**config.mk**
```make
export PLATFORM = sky130hd
export DESIGN_NAME = mem_wb_stage
export DESIGN_NICKNAME = d
export VERILOG_FILES = /design/src/rtl/mem_wb_pkg.sv /design/src/rtl/load_extend.sv /design/src/rtl/mem_wb_stage.sv
export SDC_FILE = /design/constraint.sdc
export NUM_CORES = 1
export LEC_CHECK = 0
export BUFFER_PORTS_ARGS = -buffer_cell sky130_fd_sc_hd__buf_4
export CAP_MARGIN = 20
export CORE_ASPECT_RATIO = 0.5
export CORE_MARGIN = 2
export CORE_UTILIZATION = 56
export CTS_BUF_LIST = sky130_fd_sc_hd__clkbuf_4 sky130_fd_sc_hd__clkbuf_8
export DETAILED_ROUTE_END_ITERATION = 6
export MAX_ROUTING_LAYER = met4
export PLACE_DENSITY = 0.83
export RECOVER_POWER = 100
export SKIP_LAST_GASP = 1
export SLEW_MARGIN = 10
export SYNTH_ARGS = -nofsm -noshare
export SYNTH_HDL_FRONTEND = slang
export SYNTH_HIERARCHICAL = 1
export SYNTH_SLANG_ARGS = --single-unit
```
**constraint.sdc**
```tcl
create_clock -name clk -period 7.9 [get_ports clk]
set_input_delay 0.395 -clock clk [delete_from_list [all_inputs] [get_ports clk]]
set_output_delay 0.395 -clock clk [all_outputs]
set_load 0.02 [all_outputs]
```
**src/rtl/mem_wb_pkg.sv**
```systemverilog
// Shared types and default widths for the MEM/WB stage and load extraction logic.
package mem_wb_pkg;

    localparam int unsigned DATA_W_DEF   = 64;
    localparam int unsigned REG_AW_DEF   = 5;
    localparam int unsigned ZERO_REG_DEF = 31;

    typedef enum logic [1:0] {
        WB_ALU  = 2'd0,
        WB_MEM  = 2'd1,
        WB_PC4  = 2'd2,
        WB_ZERO = 2'd3
    } wb_sel_e;

    typedef enum logic [1:0] {
        LD_B = 2'd0,
        LD_H = 2'd1,
        LD_W = 2'd2,
        LD_D = 2'd3
    } ld_size_e;

    typedef struct packed {
        wb_sel_e  wb_sel;
        ld_size_e ld_size;
        logic     ld_signed;
        logic     reg_write;
    } wb_ctrl_t;

    // Field width in bits for a load size: 8, 16, 32, 64.
    function automatic int unsigned ld_bits(ld_size_e size);
        return 32'd8 << size;
    endfunction

endpackage

```
**src/rtl/load_extend.sv**
```systemverilog
// Little-endian lane extraction plus sign/zero extension of a raw load word.
module load_extend
    import mem_wb_pkg::*;
#(
    parameter int unsigned DATA_W = DATA_W_DEF,
    localparam int unsigned OFF_W = $clog2(DATA_W / 8)
) (
    input  logic [DATA_W-1:0] raw,
    input  logic [OFF_W-1:0]  offset,
    input  ld_size_e          size,
    input  logic              sext,
    output logic [DATA_W-1:0] ext_data_c
);

    int unsigned       fw;
    logic [DATA_W-1:0] shifted;
    logic [DATA_W-1:0] mask;
    logic              sign_bit;

    // Bytes shifted in from above the top lane are zero; no wrap-around.
    always_comb begin
        fw         = ld_bits(size);
        shifted    = raw >> {offset, 3'b000};
        mask       = '0;
        sign_bit   = 1'b0;
        ext_data_c = shifted;
        if (fw < DATA_W) begin
            mask       = ~({DATA_W{1'b1}} << fw);
            sign_bit   = |(shifted & (DATA_W'(1) << (fw - 1)));
            ext_data_c = (shifted & mask) | ((sext && sign_bit) ? ~mask : '0);
        end
    end

endmodule

```
**src/rtl/mem_wb_stage.sv**
```systemverilog
// MEM/WB pipeline register with writeback source select and load extraction.
// Optional performance counters enabled by defining MEM_WB_PERF_EN.
module mem_wb_stage
    import mem_wb_pkg::*;
#(
    parameter int unsigned DATA_W   = DATA_W_DEF,
    parameter int unsigned REG_AW   = REG_AW_DEF,
    parameter int unsigned ZERO_REG = ZERO_REG_DEF
) (
    input  logic              clk,
    input  logic              reset,
    input  logic              in_valid,
    input  logic              stall,
    input  logic              flush,
    input  logic [1:0]        wb_sel,
    input  logic [DATA_W-1:0] alu_result,
    input  logic [DATA_W-1:0] dm_read_data,
    input  logic [DATA_W-1:0] pc_plus4,
    input  logic [1:0]        ld_size,
    input  logic              ld_signed,
    input  logic              reg_write,
    input  logic [REG_AW-1:0] rd,
    output logic              wb_valid,
    output logic              wb_reg_write,
    output logic [REG_AW-1:0] wb_rd,
    output logic [DATA_W-1:0] wb_data
`ifdef MEM_WB_PERF_EN
    ,
    output logic [63:0]       retired_cnt,
    output logic [31:0]       loads_cnt
`endif
);

    localparam int unsigned OFF_W = $clog2(DATA_W / 8);

    logic              valid_q;
    wb_ctrl_t          ctrl_d;
    wb_ctrl_t          ctrl_q;
    logic [REG_AW-1:0] rd_q;
    logic [DATA_W-1:0] alu_q;
    logic [DATA_W-1:0] dm_q;
    logic [DATA_W-1:0] pc4_q;
    logic [DATA_W-1:0] load_val_c;

    always_comb begin
        ctrl_d.wb_sel    = wb_sel_e'(wb_sel);
        ctrl_d.ld_size   = ld_size_e'(ld_size);
        ctrl_d.ld_signed = ld_signed;
        ctrl_d.reg_write = reg_write;
    end

    // Flush beats stall; a flushed slot keeps its data but is no longer valid.
    always_ff @(posedge clk or posedge reset) begin
        if (reset) begin
            valid_q <= 1'b0;
            ctrl_q  <= '0;
            rd_q    <= '0;
            alu_q   <= '0;
            dm_q    <= '0;
            pc4_q   <= '0;
        end else if (flush) begin
            valid_q <= 1'b0;
        end else if (!stall) begin
            valid_q <= in_valid;
            ctrl_q  <= ctrl_d;
            rd_q    <= rd;
            alu_q   <= alu_result;
            dm_q    <= dm_read_data;
            pc4_q   <= pc_plus4;
        end
    end

    load_extend #(
        .DATA_W (DATA_W)
    ) u_load_extend (
        .raw        (dm_q),
        .offset     (alu_q[OFF_W-1:0]),
        .size       (ctrl_q.ld_size),
        .sext       (ctrl_q.ld_signed),
        .ext_data_c (load_val_c)
    );

    always_comb begin
        wb_data = '0;
        unique case (ctrl_q.wb_sel)
            WB_ALU:  wb_data = alu_q;
            WB_MEM:  wb_data = load_val_c;
            WB_PC4:  wb_data = pc4_q;
            WB_ZERO: wb_data = '0;
            default: wb_data = '0;
        endcase
    end

    assign wb_valid     = valid_q;
    assign wb_rd        = rd_q;
    assign wb_reg_write = valid_q & ctrl_q.reg_write & (rd_q != REG_AW'(ZERO_REG));

`ifdef MEM_WB_PERF_EN
    // An instruction retires on the cycle it leaves the stage unstalled.
    always_ff @(posedge clk or posedge reset) begin
        if (reset) begin
            retired_cnt <= '0;
            loads_cnt   <= '0;
        end else if (valid_q && !stall) begin
            retired_cnt <= retired_cnt + 64'd1;
            if (ctrl_q.wb_sel == WB_MEM) begin
                loads_cnt <= loads_cnt + 32'd1;
            end
        end
    end
`endif

endmodule
```
==> results of run 1 <==
==> power by group through the flow <==
stage / registers (uW) / logic, uW / clock network, uW
2_1_floorplan: 1290 / 808 / 0
3_3_place_gp: 1360 / 1160 / 0
3_5_place_dp: 1370 / 1180 / 0
4_1_cts: 1350 / 1180 / 940
5_1_grt: 1370 / 1210 / 993
6_report: 1350 / 1140 / 925
==> metal layers <==
layer | wire [um] | track usage [%] | up-vias
li1 | - | - | 3807
met1 | 15770 | 46.70 | 4443
met2 | 14420 | 44.17 | 385
met3 | 2783 | 7.539 | 48
met4 | 572 | 5.510 | 0
met5 | 0 | - | -
==> cell usage in the layout (no fill, tap or decap), types with 28 or more instances in the layout <==
| cell type | instances |
|---|---|
| o2bb2ai_1 | 73 |
| mux2i_1 | 107 |
| clkbuf_1 | 55 |
| clkbuf_8 | 36 |
| mux2_1 | 111 |
| mux2_2 | 108 |
| buf_4 | 232 |
| nand2_1 | 36 |
| dfrtp_1 | 201 |
| mux4_2 | 28 |
==> how the worst min path moves through the flow <==
| stage | cells past startpoint | endpoint | startpoint | slack [ns] |
|---|---|---|---|---|
| 6_report | 2 | alu_q[16]$_DFFE_PP0P_ | alu_result[16] | 0.02 |
| 5_1_grt | 2 | ctrl_q[2]$_DFFE_PP0P_ | ld_size[0] | 0.004 |
| 4_1_cts | 2 | pc4_q[9]$_DFFE_PP0P_ | pc_plus4[9] | 0.003 |
| 3_5_place_dp | 1 | alu_q[24]$_DFFE_PP0P_ | alu_q[24]$_DFFE_PP0P_ | 0.47 |
| 3_3_place_gp | 1 | alu_q[50]$_DFFE_PP0P_ | alu_q[50]$_DFFE_PP0P_ | 0.47 |
| 2_1_floorplan | 1 | alu_q[14]$_DFFE_PP0P_ | alu_q[14]$_DFFE_PP0P_ | 0.46 |
==> logic make-up (layout without fill, tap and decap cells) <==
family | after synthesis | after routing | share of synthesized area [%]
multiplexers | 354 | 354 | 36.02
flip-flops | 204 | 204 | 44.12
AND/OR/NAND/NOR | 136 | 136 | 7.861
AO/OA/AOI/OAI | 103 | 103 | 6.996
buffers and inverters | 87 | 343 | 5.006
==> metrics by stage <==
step / instance area [um^2] / total power (uW)
final: 13910 / 3418
after global routing: 13910 / 3577
after CTS: 14210 / 3474
after detailed placement: 13560 / 2549
after global placement: 13560 / 2513
after floorplan: 11570 / 2102
==> final cells by class <==
type | instances | area [um^2]
Fill cell | 1531 | 6505
Multi-Input combinational cell | 593 | 5842
Sequential cell | 204 | 5111
Timing Repair Buffer | 290 | 1971
Clock buffer | 43 | 548.0
Tap cell | 273 | 341.6
Clock inverter | 7 | 85.08
Inverter | 3 | 12.51
==> state kept, by name, summed over array words and instances, names as in the netlist <==
name,cells
alu_q,64
dm_q,64
pc4_q,64
ctrl_q,6
wb_rd,5
wb_valid,1
==> impl_metrics.ini, run 1 <==
[setup_path]
worst_setup_path_start_kind = register
worst-path-buf-inv = 3
r2r_start = alu_q[0]$_DFFE_PP0P_
reg2reg_slack_ns = 5.77
endpoint = wb_data[46]
arrival_ns = 5.04
crit_type = reg2out
crit_start = alu_q[1]$_DFFE_PP0P_
cpMaxStageDelayCell = clkbuf_1
cp_top_family = buffers and inverters
worstPathRequired_ns = 7.51
path_max_fanout = 48
rr_worst_depth = 2
crit_chain = buf_4 -> mux2i_1 -> nand3_1 -> nand4b_1 -> clkbuf_1 -> nand4_1 -> mux2i_1 -> o2bb2ai_1 -> buf_4
critical-path-max-stage-delay_ns = 1.19
rr_endpoint = alu_q[0]$_DFFE_PP0P_
worst-path-stages = 9
cp-end-kind = primary output

[sta]
worst_slew_margin_rel_pct = -284.3
max_clock_freq_ghz = 0.1840
slew_viol_final = 398
min_period_ns = 5.433
worst_pin_slew_ns = 5.733
rsz0062_at_grt = no
setup_tns_ns = 0
whs_ns = 0.02331
finClkSkew_ns = 0
setup_slack_ns = 2.467
setup_viol = 0
finalHoldViolations = 0
fin_crit_sh_pct = 68.78

[logic_synthesis]
syn_avg_cell_area_um2 = 13.09
yosysSeqAreaShare_pct = 44.12
synth_enable_flop_cells = 0
yosysWarnings = 6
syn_inst = 884
synth-seq-cells = 204
synth_cell_types = 31
synth-main-ff-cell = dfrtp_1
synth_fp_nets = 1092
synth_top_cell_by_area = dfrtp_1
synth_most_common_cell = dfrtp_1
syn_area_mm2 = 0.01157
synthTopCellsByCount = 204 x dfrtp_1, 110 x mux2_1, 109 x mux2_2
synthArstFlopShare_pct = 100.0
synthTopCellsByArea = dfrtp_1 44%, mux2_1 11%, mux2_2 11%
synth_top_area_share_pct = 44.12

[cts]
holdBufCountCts = 1
post_cts_resized = 0
clock_sinks = 204
clockBufferDepth = 3
post-cts-setup-buffers = 0
path_clk_slew_ns = 0.07
clock-root-buffer = clkbuf_8
htree_levels = 1
worstSkewPairLatency_ns = 0.58
cts_buffers = 29
cts_tree = done

[global_routing]
grt_usage_pct = 31.43
grt_overflow = 0
grt_max_degree = 204
grt_pass1_wl_um = 51750
antenna_found_initial = 0
grt_pass1_vias = 8855

[route]
via_per_inst = 6.145
routed_wirelength_um = 33550
route.detailed.drc = 0
drt-initial-drc-count = 929
antenna_left = 0
dr.pass1.iters = 5
vias = 8683
wire_per_inst_um = 23.74

[layout]
final_util_pct = 68.14
final_cells = 1413
layout.nets = 1329
drive_above_1_share_pct = 39.21
syn2layout_area_growth_pct = 20.22
antenna_cells = 0

[placed_design]
pre_cts_ws_ns = 4.227
port_buffers = 278
dp_cells = 1362
dp_hpwl_um = 23870
place.gp.congestion = 0.9442

[outcome]
failed_checks = max-capacitance violations, max-slew violations
outcome = finished, violations left

[floorplanning]
dieArea_mm2 = 0.02190
io_pins = 279
die-height_um = 105.6
rows = 37
fp.dieW_um = 207.3
core_area_mm2 = 0.02042
start_util_pct = 56.68

[power_and_ir_drop]
p_leak_uw = 0.006165
power_frac_comb_pct = 33.3
ir_drop_v = 0.0001511
power_switching_uw = 1187
power_density_mw_per_mm2 = 245.7
pwr-share-seq_pct = 39.6
p_clk_share_pct = 27.1
swShare_pct = 34.73
p_int_uw = 2231

[run]
maxCapViolCount = 4

[worst_hold_path]
hold_class = in2reg
No activity file was read; power rests on OpenSTA's default activity.
==> inputs of run 2 (changes only) <==
- CORE_UTILIZATION: 56 -> 51
- PLACE_DENSITY: 0.83 -> 0.8
- clock period: 7.9 -> 4.4 ns (I/O delays scaled with it)
==> run 2 against run 1 <==
Against the previous run: the run still ends with max-capacitance violations, max-slew violations left; register-to-register slack worse by 3.3 ns; largest power group unchanged; cell area up 15%; sequential cell count unchanged; sequential share of layout area down 4.8 points; hold slack better by 0.12 ns.
==> impl_metrics.ini, run 2 (synthesis gave the netlist of run 1 again) <==
[outcome]
outcome = finished, violations left
failed_checks = max-capacitance violations, max-slew violations

[global_routing]
grt_usage_pct = 33.97
antenna_found_initial = 5
grt_max_degree = 128
grt_pass1_wl_um = 60890
grt_overflow = 0
grt_pass1_vias = 10400

[worst_hold_path]
min_from = stall
min_path_cells = 3
hold_class = in2reg

[floorplanning]
fp.dieW_um = 217.0
dieArea_mm2 = 0.02398
die-height_um = 110.5
start_util_pct = 52.68
core_area_mm2 = 0.02197
rows = 38
io_pins = 279

[route]
route.detailed.drc = 0
vias = 9735
dr.pass1.iters = 7
wire_per_inst_um = 23.94
drt-initial-drc-count = 989
routed_wirelength_um = 39670
via_per_inst = 5.875
antenna_left = 0

[cts]
post_cts_resized = 0
cts_buffers = 31
path_clk_slew_ns = 0.07
clockBufferDepth = 3
post-cts-setup-buffers = 0
clock_sinks = 204
worstSkewPairLatency_ns = 0.58
clock-root-buffer = clkbuf_8
htree_levels = 1
cts_tree = done

[setup_path]
arrival_ns = 3.86
critical-path-max-stage-delay_ns = 1.03
cp-end-kind = primary output
worst-path-buf-inv = 2
worstPathRequired_ns = 4.18
rr_worst_depth = 2
crit_start = ctrl_q[4]$_DFFE_PP0P_
path_max_fanout = 39
crit_chain = nor2b_2 -> clkbuf_2 -> o2bb2ai_1 -> clkbuf_1
worst_setup_path_start_kind = register
crit_type = reg2out
r2r_start = ctrl_q[4]$_DFFE_PP0P_
cpMaxStageDelayCell = nor2b_2
cp_top_family = buffers and inverters
worst-path-stages = 4

[sta]
worst_slew_margin_rel_pct = -123.1
setup_tns_ns = 0
rsz0062_at_grt = no
worst_pin_slew_ns = 3.347
min_period_ns = 4.079
finClkSkew_ns = 0
setup_viol = 0
max_clock_freq_ghz = 0.2451
fin_crit_sh_pct = 92.71
whs_ns = 0.1430
slew_viol_final = 406
finalHoldViolations = 0

[power_and_ir_drop]
power_frac_comb_pct = 34.6
p_clk_share_pct = 26.4
power_switching_uw = 2277
p_int_uw = 4114
swShare_pct = 35.62
pwr-share-seq_pct = 39.0
ir_drop_v = 0.0002854
p_leak_uw = 0.007049
power_density_mw_per_mm2 = 399.6

[layout]
layout_commonest_cell = buf_4
final_cell_mix = 235 x buf_4, 206 x dlygate4sd3_1, 199 x dfrtp_1
largestRegisters = alu_q x64, dm_q x64, pc4_q x64
layout.nets = 1540
drive_above_1_share_pct = 33.23
syn2layout_area_growth_pct = 38.23
final_cells = 1657
fillCellCount = 1512

[placed_design]
dp_cells = 1393
port_buffers = 278
dp_hpwl_um = 24840
place.gp.congestion = 0.9284

[run]
maxCapViolCount = 5
[run 2: per-stage QoR]
stage / setup WS (ns) / instance area [um^2] / utilization, % / power (uW)
floorplan: 1.536 / 11570 / - / 3775
global placement: 1.115 / 13650 / 62.14 / 4549
detailed placement: 1.097 / 13650 / 62.14 / 4602
CTS: 0.4619 / 16350 / 74.44 / 6411
global route: 0.1616 / 15990 / 72.81 / 6653
finish: 0.3207 / 16000 / 72.82 / 6391
[run 2: metal layers]
| metal | part of all wire (%) | routed length (um) | track usage, % | vias to the layer above |
|---|---|---|---|---|
| li1 | - | - | - | 4232 |
| met1 | 43 | 16870 | 44.78 | 4980 |
| met2 | 47 | 18620 | 52.93 | 438 |
| met3 | 8.0 | 3156 | 8.044 | 85 |
| met4 | 2.6 | 1022 | 8.904 | 0 |
| met5 | 0 | 0 | - | - |
[run 2: worst min-delay path: cells and delay by family]
kind	cells	cell delay, ns
muxes	1	0.24
buffers and inverters	1	0.09
and+or+nand+nor	1	0.14
[run 2: path summary, 6_finish.rpt]
| kind | endpoint | slack, ns |
|---|---|---|
| setup reg to reg | ctrl_q[4]$_DFFE_PP0P_ | 2.42 |
| hold / removal | wb_rd[1]$_DFFE_PP0P_ | 0.14 |
| min in group asynchronous | alu_q[8]$_DFFE_PP0P_ | 1.14 |
| setup / recovery | wb_data[13] | 0.32 |
| max in group asynchronous | dm_q[1]$_DFFE_PP0P_ | 1.12 |
| hold reg to reg | alu_q[21]$_DFFE_PP0P_ | 0.49 |
[run 2: repair_timing]
item,in CTS,in global routing
endpoints found under the setup margin,0,0
hold endpoints to repair,408,0
hold buffers,206,0
[run 2: power groups by stage]
stage	clock, uW	sequential (uW)	combinational, uW
3_5_place_dp	0	2500	2100
6_report	1690	2490	2210
4_1_cts	1690	2470	2260
3_3_place_gp	0	2480	2070
5_1_grt	1790	2520	2340
2_1_floorplan	0	2320	1450
[run 2: area by class of cell]
| type | count | area (um^2) | share of cell area (%) |
|---|---|---|---|
| Antenna cell | 6 | 15.01 | 0.09387 |
| Sequential cell | 204 | 5114 | 31.97 |
| Tap cell | 300 | 375.4 | 2.347 |
| Clock inverter | 3 | 40.04 | 0.2503 |
| Timing Repair Buffer | 499 | 4056 | 25.36 |
| Multi-Input combinational cell | 593 | 5781 | 36.14 |
| Inverter | 3 | 15.01 | 0.09387 |
| Clock buffer | 49 | 599.3 | 3.747 |
